### src/rtl/note_lane_engine_if.sv
// Row handshake between the pattern sequencer and the note lane engine.
// The sequencer is the master; the engine is the slave.
interface note_lane_engine_if #(
    parameter int LANES = 4
);
    logic [LANES-1:0] pattern_in;
    logic             pattern_valid;
    logic             pattern_ready;

    modport master (
        output pattern_in,
        output pattern_valid,
        input  pattern_ready
    );

    modport slave (
        input  pattern_in,
        input  pattern_valid,
        output pattern_ready
    );
endinterface

### src/rtl/note_lane_engine.sv
// note_lane_engine: falling-note rows, per-lane key judgement,
// score/combo/miss counters and per-lane sprite hits.
module note_lane_engine #(
    parameter int LANES       = 4,
    parameter int SLOTS       = 4,
    parameter int SCREEN_W    = 640,
    parameter int SCREEN_H    = 480,
    parameter int TICK_DIV    = 200000,
    parameter int HIT_Y       = 436,
    parameter int GOOD_WIN    = 16,
    parameter int PERFECT_WIN = 4,
    parameter int NOTE_H      = 30,
    parameter int SPAWN_GAP   = 40
) (
    input  logic              CLOCK_25,
    input  logic              reset,
    input  logic [LANES-1:0]  key,
    note_lane_engine_if.slave pat,
    input  logic [9:0]        next_x,
    input  logic [9:0]        next_y,
    output logic [LANES-1:0]  sprite_lane,
    output logic [LANES-1:0]  hit_perfect,
    output logic [LANES-1:0]  hit_good,
    output logic [LANES-1:0]  bad_press,
    output logic              miss_pulse,
    output logic [15:0]       score,
    output logic [7:0]        combo,
    output logic [15:0]       miss_count
);
    localparam int PW = (TICK_DIV > 1) ? $clog2(TICK_DIV) : 1;
    localparam int SW = (SLOTS > 1) ? $clog2(SLOTS) : 1;
    localparam int HH = NOTE_H / 2;
    localparam logic signed [10:0] HY = 11'(HIT_Y);

    logic [PW-1:0]        r_presc;
    logic                 w_tick;
    logic [LANES-1:0]     r_s1, r_s2, r_s3, w_edge;
    logic [SLOTS-1:0]     r_valid;
    logic [LANES-1:0]     r_mask [SLOTS];
    logic [LANES-1:0]     r_hit [SLOTS];
    logic [9:0]           r_y [SLOTS];
    logic [LANES-1:0]     w_hit_nx [SLOTS];
    logic signed [10:0]   w_dist [SLOTS];
    logic [10:0]          w_adist [SLOTS];
    logic [SLOTS-1:0]     w_ret;
    logic [LANES-1:0]     w_perf, w_good, w_bad;
    logic [15:0]          w_miss_n;
    logic                 w_young, w_has_free, w_ready, w_acc;
    logic [SW-1:0]        w_free_idx;
    logic [15:0]          w_pts;
    logic [7:0]           w_nhits;
    logic [16:0]          w_score_sum, w_miss_sum;
    logic [8:0]           w_combo_sum;

    assign w_tick = (r_presc == PW'(TICK_DIV - 1));
    assign w_edge = r_s2 & ~r_s3;
    assign pat.pattern_ready = w_ready;

    // Signed distance of each slot from the judgement line, and its magnitude.
    always_comb begin
        for (int s = 0; s < SLOTS; s++) begin
            w_dist[s]  = signed'({1'b0, r_y[s]}) - HY;
            w_adist[s] = w_dist[s][10] ? unsigned'(-w_dist[s])
                                       : unsigned'(w_dist[s]);
        end
    end

    // Per-lane judgement: lowest (largest-y) unhit note in the good window.
    always_comb begin : judge
        logic          found;
        logic [SW-1:0] sel;
        logic [9:0]    besty;
        w_perf = '0;
        w_good = '0;
        w_bad  = '0;
        found  = 1'b0;
        sel    = '0;
        besty  = '0;
        for (int s = 0; s < SLOTS; s++) w_hit_nx[s] = r_hit[s];
        for (int l = 0; l < LANES; l++) begin
            found = 1'b0;
            sel   = '0;
            besty = '0;
            for (int s = 0; s < SLOTS; s++) begin
                if (r_valid[s] && r_mask[s][l] && !r_hit[s][l]
                    && w_adist[s] <= 11'(GOOD_WIN)
                    && (!found || r_y[s] > besty)) begin
                    found = 1'b1;
                    sel   = SW'(s);
                    besty = r_y[s];
                end
            end
            if (w_edge[l]) begin
                if (found) begin
                    w_hit_nx[sel][l] = 1'b1;
                    if (w_adist[sel] <= 11'(PERFECT_WIN)) w_perf[l] = 1'b1;
                    else w_good[l] = 1'b1;
                end else begin
                    w_bad[l] = 1'b1;
                end
            end
        end
    end

    // Retirement and missed-lane count; this cycle's hits are excluded.
    always_comb begin
        w_ret    = '0;
        w_miss_n = '0;
        for (int s = 0; s < SLOTS; s++) begin
            w_ret[s] = r_valid[s] && (r_y[s] >= 10'(SCREEN_H));
            for (int l = 0; l < LANES; l++) begin
                if (w_ret[s] && r_mask[s][l] && !w_hit_nx[s][l])
                    w_miss_n = w_miss_n + 16'd1;
            end
        end
    end

    // Spawn gating and lowest-index free slot selection.
    always_comb begin
        w_young    = 1'b0;
        w_has_free = 1'b0;
        w_free_idx = '0;
        for (int s = SLOTS - 1; s >= 0; s--) begin
            if (r_valid[s] && r_y[s] < 10'(SPAWN_GAP)) w_young = 1'b1;
            if (!r_valid[s]) begin
                w_has_free = 1'b1;
                w_free_idx = SW'(s);
            end
        end
        w_ready = w_has_free && !w_young;
        w_acc   = pat.pattern_valid && w_ready && (|pat.pattern_in);
    end

    // Points and hit count for this cycle, with saturating sums.
    always_comb begin
        w_pts   = '0;
        w_nhits = '0;
        for (int l = 0; l < LANES; l++) begin
            w_pts   = w_pts + (w_perf[l] ? 16'd2 : 16'd0)
                            + (w_good[l] ? 16'd1 : 16'd0);
            w_nhits = w_nhits + {7'd0, w_perf[l] | w_good[l]};
        end
        w_score_sum = {1'b0, score} + {1'b0, w_pts};
        w_miss_sum  = {1'b0, miss_count} + {1'b0, w_miss_n};
        w_combo_sum = {1'b0, combo} + {1'b0, w_nhits};
    end

    // Sprite hit test against every live, unhit note (11-bit, no underflow).
    always_comb begin
        sprite_lane = '0;
        for (int l = 0; l < LANES; l++) begin
            for (int s = 0; s < SLOTS; s++) begin
                if (r_valid[s] && r_mask[s][l] && !r_hit[s][l]
                    && {1'b0, next_x} >= 11'(l * SCREEN_W / LANES)
                    && {1'b0, next_x} < 11'((l + 1) * SCREEN_W / LANES)
                    && {1'b0, next_y} + 11'(HH) >= {1'b0, r_y[s]}
                    && {1'b0, next_y} < {1'b0, r_y[s]} + 11'(HH))
                    sprite_lane[l] = 1'b1;
            end
        end
    end

    // Fall prescaler and key synchroniser / edge history.
    always_ff @(posedge CLOCK_25 or posedge reset) begin
        if (reset) begin
            r_presc <= '0;
            r_s1    <= '0;
            r_s2    <= '0;
            r_s3    <= '0;
        end else begin
            r_presc <= w_tick ? '0 : r_presc + PW'(1);
            r_s1    <= key;
            r_s2    <= r_s1;
            r_s3    <= r_s2;
        end
    end

    // Slot state: retire first, then hit/fall for live slots, then spawn.
    always_ff @(posedge CLOCK_25 or posedge reset) begin
        if (reset) begin
            r_valid <= '0;
            for (int s = 0; s < SLOTS; s++) begin
                r_mask[s] <= '0;
                r_hit[s]  <= '0;
                r_y[s]    <= '0;
            end
        end else begin
            for (int s = 0; s < SLOTS; s++) begin
                if (w_ret[s]) begin
                    r_valid[s] <= 1'b0;
                    r_mask[s]  <= '0;
                    r_hit[s]   <= '0;
                    r_y[s]     <= '0;
                end else if (r_valid[s]) begin
                    r_hit[s] <= w_hit_nx[s];
                    if (w_tick) r_y[s] <= r_y[s] + 10'd1;
                end else if (w_acc && w_free_idx == SW'(s)) begin
                    r_valid[s] <= 1'b1;
                    r_mask[s]  <= pat.pattern_in;
                    r_hit[s]   <= '0;
                    r_y[s]     <= '0;
                end
            end
        end
    end

    // Judgement pulses and saturating score/combo/miss counters.
    always_ff @(posedge CLOCK_25 or posedge reset) begin
        if (reset) begin
            hit_perfect <= '0;
            hit_good    <= '0;
            bad_press   <= '0;
            miss_pulse  <= 1'b0;
            score       <= '0;
            combo       <= '0;
            miss_count  <= '0;
        end else begin
            hit_perfect <= w_perf;
            hit_good    <= w_good;
            bad_press   <= w_bad;
            miss_pulse  <= (w_miss_n != 16'd0);
            score       <= w_score_sum[16] ? 16'hFFFF : w_score_sum[15:0];
            miss_count  <= w_miss_sum[16] ? 16'hFFFF : w_miss_sum[15:0];
            if (|w_bad || w_miss_n != 16'd0) combo <= '0;
            else combo <= w_combo_sum[8] ? 8'hFF : w_combo_sum[7:0];
        end
    end
endmodule

### src/flat_wrapper.sv
// flat-port wrapper written by rule: the top's interface ports become plain ports
module note_lane_engine_flat 
#(
    parameter int LANES       = 4,
    parameter int SLOTS       = 4,
    parameter int SCREEN_W    = 640,
    parameter int SCREEN_H    = 480,
    parameter int TICK_DIV    = 200000,
    parameter int HIT_Y       = 436,
    parameter int GOOD_WIN    = 16,
    parameter int PERFECT_WIN = 4,
    parameter int NOTE_H      = 30,
    parameter int SPAWN_GAP   = 40
)
  (CLOCK_25, reset, key, next_x, next_y, sprite_lane, hit_perfect, hit_good, bad_press, miss_pulse, score, combo, miss_count, pat_pattern_in, pat_pattern_valid, pat_pattern_ready);
  note_lane_engine_if #(.LANES(LANES)) pat_i ();
  input  logic CLOCK_25;
  input  logic reset;
  input  logic [LANES-1:0] key;
  input  logic [9:0] next_x;
  input  logic [9:0] next_y;
  output logic [LANES-1:0] sprite_lane;
  output logic [LANES-1:0] hit_perfect;
  output logic [LANES-1:0] hit_good;
  output logic [LANES-1:0] bad_press;
  output logic miss_pulse;
  output logic [15:0] score;
  output logic [7:0] combo;
  output logic [15:0] miss_count;
  input wire logic [$bits(pat_i.pattern_in)-1:0] pat_pattern_in;
  input wire logic [$bits(pat_i.pattern_valid)-1:0] pat_pattern_valid;
  output wire logic [$bits(pat_i.pattern_ready)-1:0] pat_pattern_ready;
  assign pat_i.pattern_in = pat_pattern_in;
  assign pat_i.pattern_valid = pat_pattern_valid;
  assign pat_pattern_ready = pat_i.pattern_ready;
  note_lane_engine #(.LANES(LANES), .SLOTS(SLOTS), .SCREEN_W(SCREEN_W), .SCREEN_H(SCREEN_H), .TICK_DIV(TICK_DIV), .HIT_Y(HIT_Y), .GOOD_WIN(GOOD_WIN), .PERFECT_WIN(PERFECT_WIN), .NOTE_H(NOTE_H), .SPAWN_GAP(SPAWN_GAP)) u_core (.CLOCK_25(CLOCK_25), .reset(reset), .key(key), .pat(pat_i), .next_x(next_x), .next_y(next_y), .sprite_lane(sprite_lane), .hit_perfect(hit_perfect), .hit_good(hit_good), .bad_press(bad_press), .miss_pulse(miss_pulse), .score(score), .combo(combo), .miss_count(miss_count));
endmodule
### config.mk
export PLATFORM = sky130hd
export DESIGN_NAME = note_lane_engine_flat
export DESIGN_NICKNAME = d
export VERILOG_FILES = /design/src/rtl/note_lane_engine_if.sv /design/src/rtl/note_lane_engine.sv /design/src/flat_wrapper.sv
export SDC_FILE = /design/constraint.sdc
export NUM_CORES = 1
export LEC_CHECK = 0
export CAP_MARGIN = 20
export CORE_UTILIZATION = 40
export DETAILED_ROUTE_END_ITERATION = 16
export DONT_BUFFER_PORTS = 1
export GPL_ROUTABILITY_DRIVEN = 0
export PLACE_DENSITY = 0.53
export SLEW_MARGIN = 40
export SYNTH_ARGS = -nofsm -noshare
export SYNTH_HDL_FRONTEND = slang
export SYNTH_SLANG_ARGS = --single-unit
### constraint.sdc
create_clock -name CLOCK_25 -period 27.4 [get_ports CLOCK_25]
set_clock_uncertainty 0.1 [all_clocks]
set_input_delay 2.74 -clock CLOCK_25 [delete_from_list [all_inputs] [get_ports CLOCK_25]]
set_output_delay 2.74 -clock CLOCK_25 [all_outputs]
set_load 0.02 [all_outputs]
==> out/metrics.cfg <==
[cts]
holdBufCountCts = 0
post-cts-setup-buffers = 0
h-tree-depth = 4
clockRootBuffer = clkbuf_16
clock-sinks = 159
numCtsBuffers = 17
clk_latency_ns = 0.50
path_clk_slew_ns = 0.07
clk_path_buf_depth = 2
cts_tree = built
cts_resized = 0

[routing]
via_per_inst = 5.96
drt-wirelength-per-cell_um = 21.3
vias = 17376
wl_um = 62100
drt_first_iter_violations = 1457
drtPass1Iterations = 7
drc = 0
final_antenna_net_count = 0

[die]
die_w_um = 220
pin_count = 89
rows = 79
die_h_um = 220
coreArea_um2 = 46800
dieArea_um2 = 48400
floorplan.initialDensity = 0.406

[synthesis]
ys_types = 106
ys_ff_latch = 159
yosys_most_used_dff = dfrtp_1
postSynthCellCount = 2327
yosysWarnings = 0
syn_avg_cell_area_um2 = 8.17
synth-edff-count = 0
synth_top_area_cell = dfrtp_1
synthTopCellsByCount = ha_1 (267), nand2_1 (233), nor2_1 (217)
synth.area.top_cells = dfrtp_1 (21%), ha_1 (18%), xnor2_1 (6.2%)
syn_area_um2 = 19000
yosys.area.top_type_share = 0.209
synth.most_common_cell = ha_1
ys_seq_area_frac = 0.209
synth_async_sr_flop_share = 1.00

[power]
p_comb_frac = 0.125
p_int_mw = 0.394
switching_power_mw = 0.182
power_mw = 0.576
ir_drop_mv = 0.0559
leakagePower_nw = 9.10
clkPwrFrac = 0.436
swShare = 0.315
p_seq_frac = 0.438
powerDensity_nw_per_um2 = 28.4

[global_routing]
grt_max_degree = 106
grt_pass1_vias = 16666
grt_pass1_wl_um = 96900
grt_overflow = 0
antenna_found_initial = 0
gr-usage-all-layers = 0.262

[min_path]
hold_path_class = flop to flop
min_to = u_core.r_s2[0]$_DFF_PP0_
min_from = u_core.r_s1[0]$_DFF_PP0_
min_path_cells = 0

[timing]
final.setup.tns_ns = 0
layout_min_cycle_time_ns = 23.41
setup_ws_ns = 3.99
max-slew-margin-rel = 0.328
worst_pin_slew_ns = 0.997
whs_ns = 0.251
hold_violations = 0
finalCritPeriodShare = 0.854
timing.fmax_mhz = 42.7
rsz0062_at_grt = false
drv_slew = 0
report.final.setup_viol = 0

[worst_setup_path]
cp_max_fo = 21
arrival_ns = 23.69
cp_common_cell = ha_1
crit_path_max_incr_delay_ns = 0.76
critPathKind = flop to flop
cp-end-kind = flop
ff2ff_path_depth = 103
start_kind = flop
cp.buffers_inverters = 10
crit_family = compound AO/OA/AOI/OAI gates
worstPathRequired_ns = 27.68
worst_path_max_delay_cell = nor3_1
rr_endpoint = u_core.miss_count[8]$_DFF_PP0_
rr_startpoint = u_core.r_y[32]$_DFFE_PP0P_
regToRegSetupSlack_ns = 3.99

[final_layout]
multi_input_area_um2 = 14400
fin_nets = 2603
n_antenna_cell = 0
drive_above_1_share = 0.0714
fill_cells = 4614
area_growth_pct = 6.92
seq_area_um2 = 3980

[run_status]
status = finished, final reports clean

[place]
place_hpwl_um = 47500
port_buffers = 0
place_ws_ns = 4.26

[flow_run]
drv_cap = 0

==> power groups by stage <==
stage	combinational (mW)	clock, mW	sequential [mW]
floorplan	0.0544	0	0.256
global placement	0.0691	0	0.257
detailed placement	0.0718	0	0.257
CTS	0.0723	0.260	0.253
global route	0.0838	0.267	0.253
finish	0.0723	0.251	0.252
==> registers in the layout, indices dropped and copies added, names as in the netlist <==
signal and cells:
u_core.bad_press 4, u_core.combo 8, u_core.hit_good 4, u_core.hit_perfect 4, u_core.miss_count 16, u_core.miss_pulse 1
u_core.r_hit 16, u_core.r_mask 16, u_core.r_presc 18, u_core.r_s1 4, u_core.r_s2 4, u_core.r_s3 4
u_core.r_valid 4, u_core.r_y 40, u_core.score 16
==> layout by cell type, fill, tap and decap left out, types with 18 or more instances in the layout <==
master and instances:
conb_1 21, and3_1 31, buf_4 20, nor2b_1 49, inv_1 96, nand4_1 33
a21oi_1 157, dfrtp_1 158, nand3_1 88, a211oi_1 18, nand2_1 233, nand2b_1 58
nor3_1 42, ha_1 267, a31oi_1 22, or3_1 18, mux2_2 22, o21ai_0 121
xor2_1 36, a21o_1 28, and2_1 23, o31ai_1 22, nor2_1 216, or2_2 18
xnor2_1 134
==> worst max-delay path by stage <==
stage | slack [ns] | cells past startpoint | to | start
after global routing | 2.23 | 102 | u_core.miss_count[6]$_DFF_PP0_ | u_core.r_y[32]$_DFFE_PP0P_
after detailed placement | 4.26 | 103 | u_core.miss_count[1]$_DFF_PP0_ | u_core.r_y[32]$_DFFE_PP0P_
after CTS | 4.14 | 103 | u_core.miss_count[0]$_DFF_PP0_ | u_core.r_y[32]$_DFFE_PP0P_
final | 3.99 | 103 | u_core.miss_count[8]$_DFF_PP0_ | u_core.r_y[32]$_DFFE_PP0P_
after floorplan | 6.62 | 106 | u_core.miss_count[10]$_DFF_PP0_ | u_core.r_y[32]$_DFFE_PP0P_
after global placement | 4.43 | 103 | u_core.miss_count[0]$_DFF_PP0_ | u_core.r_y[32]$_DFFE_PP0P_
==> metal layers <==
layer	vias up	track usage	wire length [um]
li1	8359	-	-
met1	8414	0.360	28700
met2	502	0.412	27900
met3	101	0.0399	3460
met4	0	0.0961	2040
met5	-	0	0
==> cell type report <==
type,instances,share of cell area
multi-input combinational,1996,0.709
sequential,159,0.196
tap,607,0.0374
clock buffer,18,0.0216
inverter,102,0.0195
timing repair buffer,21,0.00837
clock inverter,14,0.00813
==> logic make-up (layout without fill, tap and decap cells) <==
logic type	count (synthesis)	in the layout	synth area share
AND/OR/NAND/NOR	901	901	0.241
AO/OA/AOI/OAI	574	574	0.205
adder cells (fa/ha/maj)	276	276	0.185
buffers and inverters	191	155	0.0408
XOR/XNOR	189	189	0.0982
flip-flops	159	159	0.209
multiplexers	35	35	0.0205
other	2	21	0.000395
==> per-stage QoR <==
stage	cells	util	instance area, um^2
3_3_place_gp	2884	0.419	19600
6_report	2917	0.435	20300
3_5_place_dp	2884	0.421	19700
4_1_cts	2916	0.434	20300
5_1_grt	2917	0.435	20300
2_1_floorplan	2346	-	19100
No activity file was read; power rests on OpenSTA's default activity.
